[src/rtl/serial_subtractor_if.sv]
// Start/done handshake bundle between the ALU control sequencer and serial_subtractor.
// The op select only exists when SERIAL_SUB_ADD_EN is defined.
interface serial_subtractor_if #(
  parameter int WIDTH = 8
);
  logic             start;
  logic [WIDTH-1:0] a;
  logic [WIDTH-1:0] b;
  logic             busy;
  logic             done;
  logic [WIDTH-1:0] diff;
  logic             bout;
  logic             ovf;
`ifdef SERIAL_SUB_ADD_EN
  logic             op;

  modport master (output start, a, b, op, input busy, done, diff, bout, ovf);
  modport slave  (input start, a, b, op, output busy, done, diff, bout, ovf);
`else
  modport master (output start, a, b, input busy, done, diff, bout, ovf);
  modport slave  (input start, a, b, output busy, done, diff, bout, ovf);
`endif
endinterface

[src/rtl/serial_subtractor.sv]
// Bit-serial two's-complement subtractor, LSB first, one full-subtractor cell and a registered borrow.
// Define SERIAL_SUB_ADD_EN to add an op select (1 = subtract, 0 = add) latched with the operands.
module serial_subtractor #(
  parameter int WIDTH = 8,
  parameter int CNT_W = $clog2(WIDTH) + 1
) (
  input logic               clk,
  input logic               rst,
  serial_subtractor_if.slave bus
);

  typedef enum logic [1:0] {
    IDLE = 2'd0,
    RUN  = 2'd1,
    DONE = 2'd2
  } state_t;

  // Returns {borrow_out, difference} of a ripple full-subtractor cell.
  function automatic logic [1:0] sub_cell(input logic ai, input logic bi, input logic br);
    sub_cell = {(~ai & bi) | (~ai & br) | (bi & br), ai ^ bi ^ br};
  endfunction

`ifdef SERIAL_SUB_ADD_EN
  // Returns {carry_out, sum} of a ripple full-adder cell.
  function automatic logic [1:0] add_cell(input logic ai, input logic bi, input logic ci);
    add_cell = {(ai & bi) | (ai & ci) | (bi & ci), ai ^ bi ^ ci};
  endfunction

  logic op_r;
`endif

  state_t           state_r;
  state_t           state_nxt_s;
  logic [WIDTH-1:0] a_sh_r;
  logic [WIDTH-1:0] b_sh_r;
  logic [WIDTH-1:0] diff_r;
  logic [CNT_W-1:0] cnt_r;
  logic             br_r;
  logic             bout_r;
  logic             ovf_r;
  logic             busy_r;
  logic             done_r;
  logic [1:0]       cell_s;
  logic             ovf_nxt_s;
  logic             busy_nxt_s;
  logic             done_nxt_s;
  logic             accept_s;
  logic             last_s;

  assign accept_s = (state_r != RUN) && bus.start;
  assign last_s   = (cnt_r == CNT_W'(WIDTH - 1));

  // Operand bit i sits in bit 0 of the shift registers; on the last bit that is the operand MSB.
  always_comb begin
    cell_s    = sub_cell(a_sh_r[0], b_sh_r[0], br_r);
    ovf_nxt_s = (a_sh_r[0] != b_sh_r[0]) && (cell_s[0] != a_sh_r[0]);
`ifdef SERIAL_SUB_ADD_EN
    if (op_r) begin
      cell_s    = sub_cell(a_sh_r[0], b_sh_r[0], br_r);
      ovf_nxt_s = (a_sh_r[0] != b_sh_r[0]) && (cell_s[0] != a_sh_r[0]);
    end else begin
      cell_s    = add_cell(a_sh_r[0], b_sh_r[0], br_r);
      ovf_nxt_s = (a_sh_r[0] == b_sh_r[0]) && (cell_s[0] != a_sh_r[0]);
    end
`endif
  end

  // State register.
  always_ff @(posedge clk or posedge rst) begin
    if (rst) begin
      state_r <= IDLE;
    end else begin
      state_r <= state_nxt_s;
    end
  end

  // Next-state logic; a new start is taken in DONE as well as IDLE.
  always_comb begin
    state_nxt_s = IDLE;
    case (state_r)
      IDLE:    state_nxt_s = bus.start ? RUN : IDLE;
      RUN:     state_nxt_s = last_s ? DONE : RUN;
      DONE:    state_nxt_s = bus.start ? RUN : IDLE;
      default: state_nxt_s = IDLE;
    endcase
  end

  // Handshake outputs are decoded from the next state so they leave the block registered.
  always_comb begin
    busy_nxt_s = (state_nxt_s == RUN);
    done_nxt_s = (state_nxt_s == DONE);
  end

  // Datapath: operand latch, serial shift, and result capture on the final bit.
  always_ff @(posedge clk or posedge rst) begin
    if (rst) begin
      a_sh_r <= '0;
      b_sh_r <= '0;
      diff_r <= '0;
      cnt_r  <= '0;
      br_r   <= 1'b0;
      bout_r <= 1'b0;
      ovf_r  <= 1'b0;
      busy_r <= 1'b0;
      done_r <= 1'b0;
`ifdef SERIAL_SUB_ADD_EN
      op_r   <= 1'b1;
`endif
    end else begin
      busy_r <= busy_nxt_s;
      done_r <= done_nxt_s;
      if (accept_s) begin
        a_sh_r <= bus.a;
        b_sh_r <= bus.b;
        cnt_r  <= '0;
        br_r   <= 1'b0;
`ifdef SERIAL_SUB_ADD_EN
        op_r   <= bus.op;
`endif
      end else if (state_r == RUN) begin
        a_sh_r <= {1'b0, a_sh_r[WIDTH-1:1]};
        b_sh_r <= {1'b0, b_sh_r[WIDTH-1:1]};
        diff_r <= {cell_s[0], diff_r[WIDTH-1:1]};
        br_r   <= cell_s[1];
        if (last_s) begin
          cnt_r  <= '0;
          bout_r <= cell_s[1];
          ovf_r  <= ovf_nxt_s;
        end else begin
          cnt_r  <= cnt_r + CNT_W'(1);
        end
      end else begin
        cnt_r  <= cnt_r;
      end
    end
  end

  assign bus.busy = busy_r;
  assign bus.done = done_r;
  assign bus.diff = diff_r;
  assign bus.bout = bout_r;
  assign bus.ovf  = ovf_r;

endmodule

[src/flat_wrapper.sv]
// flat-port wrapper written by rule: the top's interface ports become plain ports
module serial_subtractor_flat 
#(
  parameter int WIDTH = 8,
  parameter int CNT_W = $clog2(WIDTH) + 1
)
  (clk, rst, bus_start, bus_a, bus_b, bus_busy, bus_done, bus_diff, bus_bout, bus_ovf);
  serial_subtractor_if #(.WIDTH(WIDTH)) bus_i ();
  input logic clk;
  input logic rst;
  input wire logic [$bits(bus_i.start)-1:0] bus_start;
  input wire logic [$bits(bus_i.a)-1:0] bus_a;
  input wire logic [$bits(bus_i.b)-1:0] bus_b;
  output wire logic [$bits(bus_i.busy)-1:0] bus_busy;
  output wire logic [$bits(bus_i.done)-1:0] bus_done;
  output wire logic [$bits(bus_i.diff)-1:0] bus_diff;
  output wire logic [$bits(bus_i.bout)-1:0] bus_bout;
  output wire logic [$bits(bus_i.ovf)-1:0] bus_ovf;
  assign bus_i.start = bus_start;
  assign bus_i.a = bus_a;
  assign bus_i.b = bus_b;
  assign bus_busy = bus_i.busy;
  assign bus_done = bus_i.done;
  assign bus_diff = bus_i.diff;
  assign bus_bout = bus_i.bout;
  assign bus_ovf = bus_i.ovf;
  serial_subtractor #(.WIDTH(WIDTH), .CNT_W(CNT_W)) u_core (.clk(clk), .rst(rst), .bus(bus_i));
endmodule
[config.mk]
export PLATFORM = sky130hd
export DESIGN_NAME = serial_subtractor_flat
export DESIGN_NICKNAME = d
export VERILOG_FILES = /design/src/rtl/serial_subtractor_if.sv /design/src/rtl/serial_subtractor.sv /design/src/flat_wrapper.sv
export SDC_FILE = /design/constraint.sdc
export NUM_CORES = 1
export LEC_CHECK = 0
export BUFFER_PORTS_ARGS = -buffer_cell sky130_fd_sc_hd__buf_2
export CELL_PAD_IN_SITES_DETAIL_PLACEMENT = 0
export CELL_PAD_IN_SITES_GLOBAL_PLACEMENT = 1
export CORE_ASPECT_RATIO = 0.75
export CORE_MARGIN = 2
export CORE_UTILIZATION = 37
export CTS_BUF_LIST = sky130_fd_sc_hd__clkbuf_4
export CTS_CLUSTER_DIAMETER = 60
export CTS_CLUSTER_SIZE = 12
export DETAILED_ROUTE_END_ITERATION = 10
export GPL_ROUTABILITY_DRIVEN = 0
export PLACE_DENSITY_LB_ADDON = 0.1
export SLEW_MARGIN = 10
export SYNTH_ARGS = -nofsm -noshare
export SYNTH_HDL_FRONTEND = slang
export SYNTH_SLANG_ARGS = --single-unit
[constraint.sdc]
create_clock -name clk -period 1.65 [get_ports clk]
set_input_delay 0.165 -clock clk [delete_from_list [all_inputs] [get_ports clk]]
set_output_delay 0.165 -clock clk [all_outputs]
set_load 0.01 [all_outputs]
==> results.cfg, run 1 <==
[die]
fp.coreArea_um2 = 4080
die_width_um = 79.4
ioPinCount = 31
start_util_pct = 38.7
row_count = 20
die_h_um = 60.6
dieArea_um2 = 4810

[finish]
layout.nets = 201
area_growth_syn_to_layout_pct = 17.6
final_cell_area_um2 = 1860
drive_above_1_share_pct = 27.2
fin_util_pct = 45.5
antennaDiodeCount = 0
multi_input_area_um2 = 634
n_fill_cell = 399
regArea_um2 = 876

[timing]
period_share_pct = 84.6
fin_crit_ns = 1.40
rsz0062_at_grt = false
skew_ns = 0.0112
setup_viol = 0
fmax_mhz = 717
setup_slack_ns = 0.255
tightestPinTransition_ns = 0.450
finalSetupTns_ns = 0
hold_violations = 0
slew_headroom_pct = 70.0
finalMaxSlewViolations = 0

[setup_path]
setup.worst_path.class = register to register
crit_chain = inv_1 > fa_1 > xor2_1 > o41ai_2
end_kind = register
crit_fanout = 3
path_delay_family = adder cells
slowest_delay_ns = 0.45
cp.required_ns = 1.89
arrival_ns = 1.64
critPathBufInv = 1
cp_slowest_cell = fa_1
critPathLaunchType = register

[clocking]
tritoncts = done
cts.sinks = 35
clockBufferDepth = 2
post_cts_hold_buffer_count = 1
post_cts_buffers = 0
htreeDepth = 2
clk_pin_slew_ns = 0.11
clock_latency_ns = 0.33
root_buffer = clkbuf_4
cts-resized-gates = 0
numCtsBuffers = 5

[place]
place_ws_ns = 0.250
portBuffers = 30
hpwl_mm = 2.02
placed_area_um2 = 1770

[routing]
via_count = 1100
initialDrtViolationCount = 46
first_pass_iters = 4
drtAntennaViolNets = 0
viasPerCell = 4.68
avgRoutedWirePerCell_um = 12.2
wl_mm = 2.88
drc = 0

[logic_synthesis]
synth_simple_gate_area_share_pct = 14.3
ys_warn_count = 0
synth_top_family_by_area = simple AND/OR/NAND/NOR gates
yosysMostFrequentCell = nand2_1
synth_area_um2 = 1580
yosys-top-cells-area = dfrtp_1 (55%), mux2i_1 (11%), nand2_1 (10%)
synth-seq-area-share_pct = 55.5
synth_edf_count = 0
synth_fa_ha_area_share_pct = 2.85
synth_top_area_share_pct = 55.5
synth.area.mux_share_pct = 13.9
avgSynthCellArea_um2 = 10.9
synth_seq_cells = 35
synth_compound_area_share_pct = 8.64
ys_top_cells_by_count = nand2_1 (42), dfrtp_1 (35), o21ai_0 (21)
synth_top_cell_by_area = dfrtp_1
synth.net_count = 167
synth_ff_type = dfrtp_1
synth-xor-area-share_pct = 0.555
synth_cell_type_count = 25
netlist_instances = 145
synth-async-reset-ratio_pct = 100

[job]
max_cap_viol_count = 0

[global_route]
overflow = 0
antenna_found_initial = 0
grt_pass1_wl_mm = 4.88
grt_max_degree = 36
track_usage_pct = 13.8
grt_pass1_vias = 1043

[power_and_ir_drop]
ir_drop_mv = 0.715
seqPwrFrac_pct = 44.7
comb_power_share_pct = 36.7
switching_share_pct = 36.8
internal_power_uw = 2030
power_frac_clock_pct = 18.6
switchingPower_uw = 1180
p_leak_uw = 0.000964
p_per_area_nw_per_um2 = 1730

[status]
status = finished, final reports clean

[min_path]
hp-class = input pin to register
## cell usage in the layout, fill, tap and decap left out, types with 2 or more instances in the layout
| cell | synthesis | routed |
|---|---|---|
| nor2_1 | 3 | 3 |
| ha_1 | 2 | 2 |
| mux2i_1 | 17 | 17 |
| inv_1 | 3 | 3 |
| o21ai_0 | 21 | 21 |
| dfrtp_1 | 35 | 35 |
| buf_2 | 3 | 30 |
| buf_4 | 2 | 4 |
| clkbuf_4 | 0 | 5 |
| nand2_1 | 42 | 42 |
## metrics by stage
step	hold slack (ns)	total power (µW)	cells
3_3_place_gp	0.289	2630	226
6_report	0.0968	3210	235
4_1_cts	0.0797	3270	235
5_1_grt	0.0868	3510	235
2_1_floorplan	0.319	2340	145
3_5_place_dp	0.303	2660	226
## power by group through the flow
stage | logic (µW) | clock network (µW) | registers, µW
final | 1180 | 596 | 1430
after global routing | 1370 | 665 | 1480
after CTS | 1210 | 618 | 1440
after detailed placement | 1200 | 0 | 1450
after global placement | 1190 | 0 | 1440
after floorplan | 872 | 0 | 1470
## worst min-delay path, stage by stage
cell and delay, ns:
buf_2 0.08, mux2i_1 0.06, nor2_1 0.08
## cell families (layout without fill, tap and decap cells)
group                      count (synthesis)  count (layout)
DFF                                       35              35
adders and majority gates                  3               3
buffers and inverters                     11              46
AOI/OAI and AO/OA                         24              24
and+or+nand+nor                           51              51
xor gates and xnor gates                   1               1
muxes                                     20              20
## sequential cells by signal (all words and copies together) (netlist names), 2 cells and up
signal and count:
u_core.bus.diff 8, u_core.a_sh_r 8, u_core.cnt_r 4, u_core.b_sh_r 8
u_core.state_r 2
## routing by layer
| layer | track usage (%) | wire [µm] | up-vias |
|---|---|---|---|
| met1 | 18.6 | 1410 | 528 |
| met5 | 0 | 0 | - |
| met4 | 7.39 | 51 | 0 |
| li1 | - | - | 549 |
| met3 | 4.76 | 142 | 5 |
| met2 | 19.8 | 1270 | 18 |
## final cells by class
type	count	share of cell area, %
Sequential cell	35	47.2
Multi-Input combinational cell	99	34.2
Timing Repair Buffer	35	10.2
Tap cell	55	3.71
Clock inverter	3	2.09
Clock buffer	5	2.02
Inverter	3	0.606
## worst paths after layout
check,from,end,slack (ns),depth (start not counted)
setup reg to reg,u_core.a_sh_r[0],u_core.bus.ovf,0.25,4
setup / recovery,u_core.a_sh_r[0],u_core.bus.ovf,0.25,4
max in group asynchronous,rst,u_core.b_sh_r[3],0.87,4
min in group asynchronous,rst,u_core.bus.diff[6],0.46,4
hold / removal,bus_a[7],u_core.a_sh_r[7],0.1,3
hold reg to reg,u_core.a_sh_r[4],u_core.a_sh_r[3],0.49,2
Power figures use the tool's default switching activity.
==> run 2: changes to the inputs <==
Clock period 1.65 ns to 1.2 ns, I/O delays scaled along.
==> run 2 against run 1 <==
Compared with the run above:
- the run now ends with setup timing left
- sequential cell count is the same
- sequential share of layout area down 6.3 points
- routed wire length rose by 10%
- die area did not move
- via count is 7.5% higher
- power is 70% higher
- count of clock-buffer cells in the layout is the same
- largest cell class unchanged
- largest power group is now combinational cells
- highest routed layer unchanged
==> results.cfg, run 2 (synthesized netlist as in run 1, its figures left out) <==
[clocking]
htreeDepth = 2
numCtsBuffers = 5
tritoncts = done
cts.sinks = 35
clk_pin_slew_ns = 0.11
clockBufferDepth = 2
root_buffer = clkbuf_4
clock_latency_ns = 0.35

[routing]
initialDrtViolationCount = 34
drc = 0
first_pass_iters = 4
viasPerCell = 4.73
wl_mm = 3.17
via_count = 1183
drtAntennaViolNets = 0
avgRoutedWirePerCell_um = 12.7

[power_and_ir_drop]
ir_drop_mv = 1.03
finalPower_uw = 5450
p_per_area_nw_per_um2 = 2550
p_leak_uw = 0.00112

[timing]
fin_hold_ws_ns = 0.0181
fmax_mhz = 719
rsz0062_at_grt = true
finalMaxSlewViolations = 0
fin_crit_ns = 1.39
slew_headroom_pct = 70.4
period_share_pct = 116
skew_ns = 0.0105
tightestPinTransition_ns = 0.444
hold_violations = 0
setup_viol = 3
setup_slack_ns = -0.190

[setup_path]
end_kind = register
r2r_setup_slack_ns = -0.19
path_delay_family = adder cells
crit_fanout = 2
slowest_delay_ns = 0.60
cp_slowest_cell = fa_2
setup.worst_path.class = register to register
crit_chain = fa_2 > xor2_1 > o41ai_2
critPathBufInv = 0
crit_start = u_core.br_r
cp.required_ns = 1.44
r2r-start = u_core.br_r
arrival_ns = 1.63
crit_cells = 3
critPathLaunchType = register
r2r_cells = 3
reg2reg_to = u_core.bus.ovf

[min_path]
hp-class = input pin to register
holdPathStages = 3
hp-start = bus_b[7]
holdPathEnd = u_core.b_sh_r[7]

[finish]
final_common_cell = dfrtp_1
drive_above_1_share_pct = 42.6
antennaDiodeCount = 0
mostFrequentLayoutCells = dfrtp_1 (35), nand2_1 (31), buf_2 (30)
layout.nets = 216
final_cell_area_um2 = 2140
n_fill_cell = 383
area_growth_syn_to_layout_pct = 35.7

[global_route]
grt_max_degree = 36
antenna_found_initial = 0
overflow = 0
grt_pass1_vias = 1101
track_usage_pct = 14.2
grt_pass1_wl_mm = 5.06

[die]
ioPinCount = 31
die_width_um = 79.4
start_util_pct = 38.7
fp.coreArea_um2 = 4080
row_count = 20
die_h_um = 60.6
dieArea_um2 = 4810

[place]
hpwl_mm = 2.18
placed_area_um2 = 1900
portBuffers = 30

[job]
max_cap_viol_count = 0

[status]
violations = setup timing
status = finished with violations
-- run 2: cell types whose count changed in the layout (fill, tap and decap cells not counted), moves of 2 or more --
| cell | before | now |
|---|---|---|
| buf_4 | 4 | 10 |
| nand2_2 | 0 | 7 |
| o21ai_1 | 0 | 7 |
| clkbuf_16 | 0 | 2 |
| o21ai_0 | 21 | 9 |
| nand2_4 | 0 | 4 |
| buf_12 | 0 | 2 |
| o21ai_2 | 0 | 5 |
| buf_6 | 0 | 5 |
| nand2_1 | 42 | 31 |
-- run 2: worst max-delay path by stage --
stage | slack [ns] | end
detailed placement | -0.19 | u_core.bus.ovf
global route | -0.24 | u_core.bus.ovf
finish | -0.19 | u_core.bus.ovf
CTS | -0.19 | u_core.bus.ovf
floorplan | -0.12 | u_core.bus.ovf
global placement | -0.12 | u_core.bus.ovf
-- run 2: power by group --
group	switching (µW)	internal, µW
clock	407	428
sequential	361	1660
combinational	1240	1370
-- run 2: metrics by stage --
step / std cells / setup slack [ns] / utilization (%) / TNS [ns]
2_1_floorplan: 145 / -0.120 / - / -0.120
3_3_place_gp: 237 / -0.119 / 46.6 / -0.132
3_5_place_dp: 237 / -0.191 / 46.6 / -0.210
4_1_cts: 246 / -0.192 / 48.9 / -0.230
5_1_grt: 250 / -0.241 / 52.5 / -0.755
6_report: 250 / -0.190 / 52.5 / -0.250
-- run 2: per-layer routing --
| metal | part of all wire (%) | track usage [%] | wire (µm) |
|---|---|---|---|
| met5 | 0 | 0 | 0 |
| met4 | 1.5 | 5.17 | 48 |
| met3 | 4.0 | 5.80 | 128 |
| met2 | 44 | 21.6 | 1400 |
| met1 | 50 | 18.6 | 1590 |
-- run 2: cell type report --
class | instances | area (µm²) | share of cell area, %
flip-flops and latches | 35 | 876 | 40.9
clock buffers | 5 | 37.5 | 1.75
inverters | 3 | 11.3 | 0.526
clock inverters | 3 | 38.8 | 1.81
repair buffers | 50 | 382 | 17.8
multi-input cells | 99 | 728 | 34.0
well taps | 55 | 68.8 | 3.21
-- run 2: worst min-delay path, delay by kind of cell --
kind,cells,cell delay (ns)
buffers and inverters,1,0.08
and+or+nand+nor,1,0.07
muxes,1,0.05
-- run 2: timing repair --
item	4_1_cts	5_1_grt
hold buffers	1	0
gates resized for setup	2	37
pin swaps	1	13
endpoints found under the setup margin	4	16
hold endpoints to repair	35	0
setup buffers	0	1
gates cloned	0	3
==> run 3: changes to the inputs <==
Settings changed: CELL_PAD_IN_SITES_GLOBAL_PLACEMENT 1 to 2, CORE_UTILIZATION 37 to 32.
==> run 3 against run 2 <==
Compared with the run above:
- the flow still finishes with violations (setup timing)
- critical path depth did not move
- die area is 15% higher
- critical endpoint unchanged
- routed wire length increased by 5.6%
- register-to-register slack barely moved
- final cell count rose by 2.4%
- sequential power about the same
- first-iteration DRC count is 79% higher
- utilization fell by 9.0 points
- largest power group unchanged
- largest cell class unchanged
- combinational power is 5% lower
- sequential cell count stayed put
- count of clock-buffer cells in the layout is 1 higher
==> results.cfg, run 3 (synthesized netlist as in run 1, its figures left out) <==
[setup_path]
path_delay_family = adder cells
critPathLaunchType = register
cp.required_ns = 1.44
arrival_ns = 1.62
cp_slowest_cell = fa_1
setup.worst_path.class = register to register
crit_chain = fa_1 > xor2_1 > o41ai_2
end_kind = register
crit_fanout = 2
critPathBufInv = 0
slowest_delay_ns = 0.51

[global_route]
grt_pass1_wl_mm = 5.60
overflow = 0
grt_max_degree = 36
antenna_found_initial = 0
track_usage_pct = 13.3
grt_pass1_vias = 1161

[finish]
drive_above_1_share_pct = 38.3
mostFrequentLayoutCells = nand2_1 (37), dfrtp_1 (35), buf_2 (30)
antennaDiodeCount = 0
area_growth_syn_to_layout_pct = 32.8
regArea_um2 = 876
layout.nets = 217
final-instance-count-excl-fill = 256
multi_input_area_um2 = 692
fin_util_pct = 43.5
n_fill_cell = 466
final_common_cell = nand2_1

[power_and_ir_drop]
p_leak_uw = 0.00110
ir_drop_mv = 0.901
finalPower_uw = 5100
p_per_area_nw_per_um2 = 2430

[die]
fp.coreArea_um2 = 4820
die_h_um = 64.8
start_util_pct = 32.8
dieArea_um2 = 5520
row_count = 22
ioPinCount = 31
die_width_um = 85.1

[clocking]
clk_pin_slew_ns = 0.11
htreeDepth = 2
tritoncts = done
clock_latency_ns = 0.34
root_buffer = clkbuf_4
cts.sinks = 35
numCtsBuffers = 5
clockBufferDepth = 2

[timing]
setup_viol = 4
fin_crit_ns = 1.38
finalMaxSlewViolations = 0
hold_violations = 0
period_share_pct = 115
skew_ns = 0.00732
tightestPinTransition_ns = 0.479
rsz0062_at_grt = true
setup_slack_ns = -0.181
slew_headroom_pct = 68.0
fmax_mhz = 724
fin_hold_ws_ns = 0.0223

[status]
violations = setup timing
status = finished with violations

[routing]
drtAntennaViolNets = 0
viasPerCell = 4.60
first_pass_iters = 4
avgRoutedWirePerCell_um = 13.1
initialDrtViolationCount = 61
via_count = 1177
drc = 0
wl_mm = 3.35

[place]
place_ws_ns = -0.159
dpl.cell_count = 241
portBuffers = 30
hpwl_mm = 2.21

[job]
max_cap_viol_count = 0

[min_path]
hp-class = input pin to register
[run 3: cell types whose count changed in the layout (fill, tap and decap cells not counted), moves of 3 or more]
cell,change
nand2_1,+6
buf_6,-3
buf_4,+3
nand2_4,-3
nand2_2,-3
[run 3: metal layers]
layer | global-route usage (%) | part of all wire [%] | up-vias
met3 | 3.82 | 3.5 | 4
met4 | 5.56 | 1.2 | 0
met5 | 0 | 0 | -
li1 | - | - | 586
met2 | 19.0 | 45 | 18
met1 | 18.7 | 51 | 569
[run 3: worst register-to-register path, delay by kind of cell, from the launching register on]
kind | cells | cell delay, ns
XOR/XNOR | 1 | 0.17
flip-flops | 1 | 0.41
AO/OA/AOI/OAI | 1 | 0.20
adder cells (fa/ha/maj) | 1 | 0.51
[run 3: layout make-up]
| class | instances | area share, % |
|---|---|---|
| clock buffers | 6 | 2.15 |
| clock inverters | 2 | 0.358 |
| inverters | 3 | 0.537 |
| multi-input cells | 99 | 33.0 |
| flip-flops and latches | 35 | 41.8 |
| well taps | 60 | 3.58 |
| repair buffers | 51 | 18.6 |
[run 3: power by group]
| part | leakage, µW | switching [µW] | internal [µW] | total [µW] |
|---|---|---|---|---|
| sequential | 0.000445 | 341 | 1660 | 2000 |
| clock | 0.0000307 | 401 | 240 | 640 |
| combinational | 0.000623 | 1170 | 1290 | 2460 |
| total | 0.00110 | 1910 | 3190 | 5100 |
[run 3: what timing repair did]
item,4_1_cts,5_1_grt
setup endpoints to repair,15,8
endpoints found under the hold margin,35,0
resized for setup,3,26
hold buffers,1,0
gates cloned,0,2
pin swaps,1,2
setup buffers,3,1
[run 3: stage by stage]
stage	area [µm²]	setup TNS (ns)
6_report	2100	-0.236
5_1_grt	2100	-0.875
4_1_cts	1980	-0.253
3_5_place_dp	1890	-0.310
3_3_place_gp	1890	-0.143
2_1_floorplan	1600	-0.120
[run 3: path summary, 6_finish.rpt]
kind	start	endpoint	slack, ns	cells past startpoint
max	u_core.br_r	u_core.bus.ovf	-0.18	3
min	bus_b[7]	u_core.b_sh_r[7]	0.02	3
max reg2reg	u_core.br_r	u_core.bus.ovf	-0.18	3
min reg2reg	u_core.bus.diff[0]	u_core.bus.diff[0]	0.48	2
max in group asynchronous	rst	u_core.cnt_r[0]	0.44	4
min in group asynchronous	rst	u_core.bus.diff[5]	0.41	4
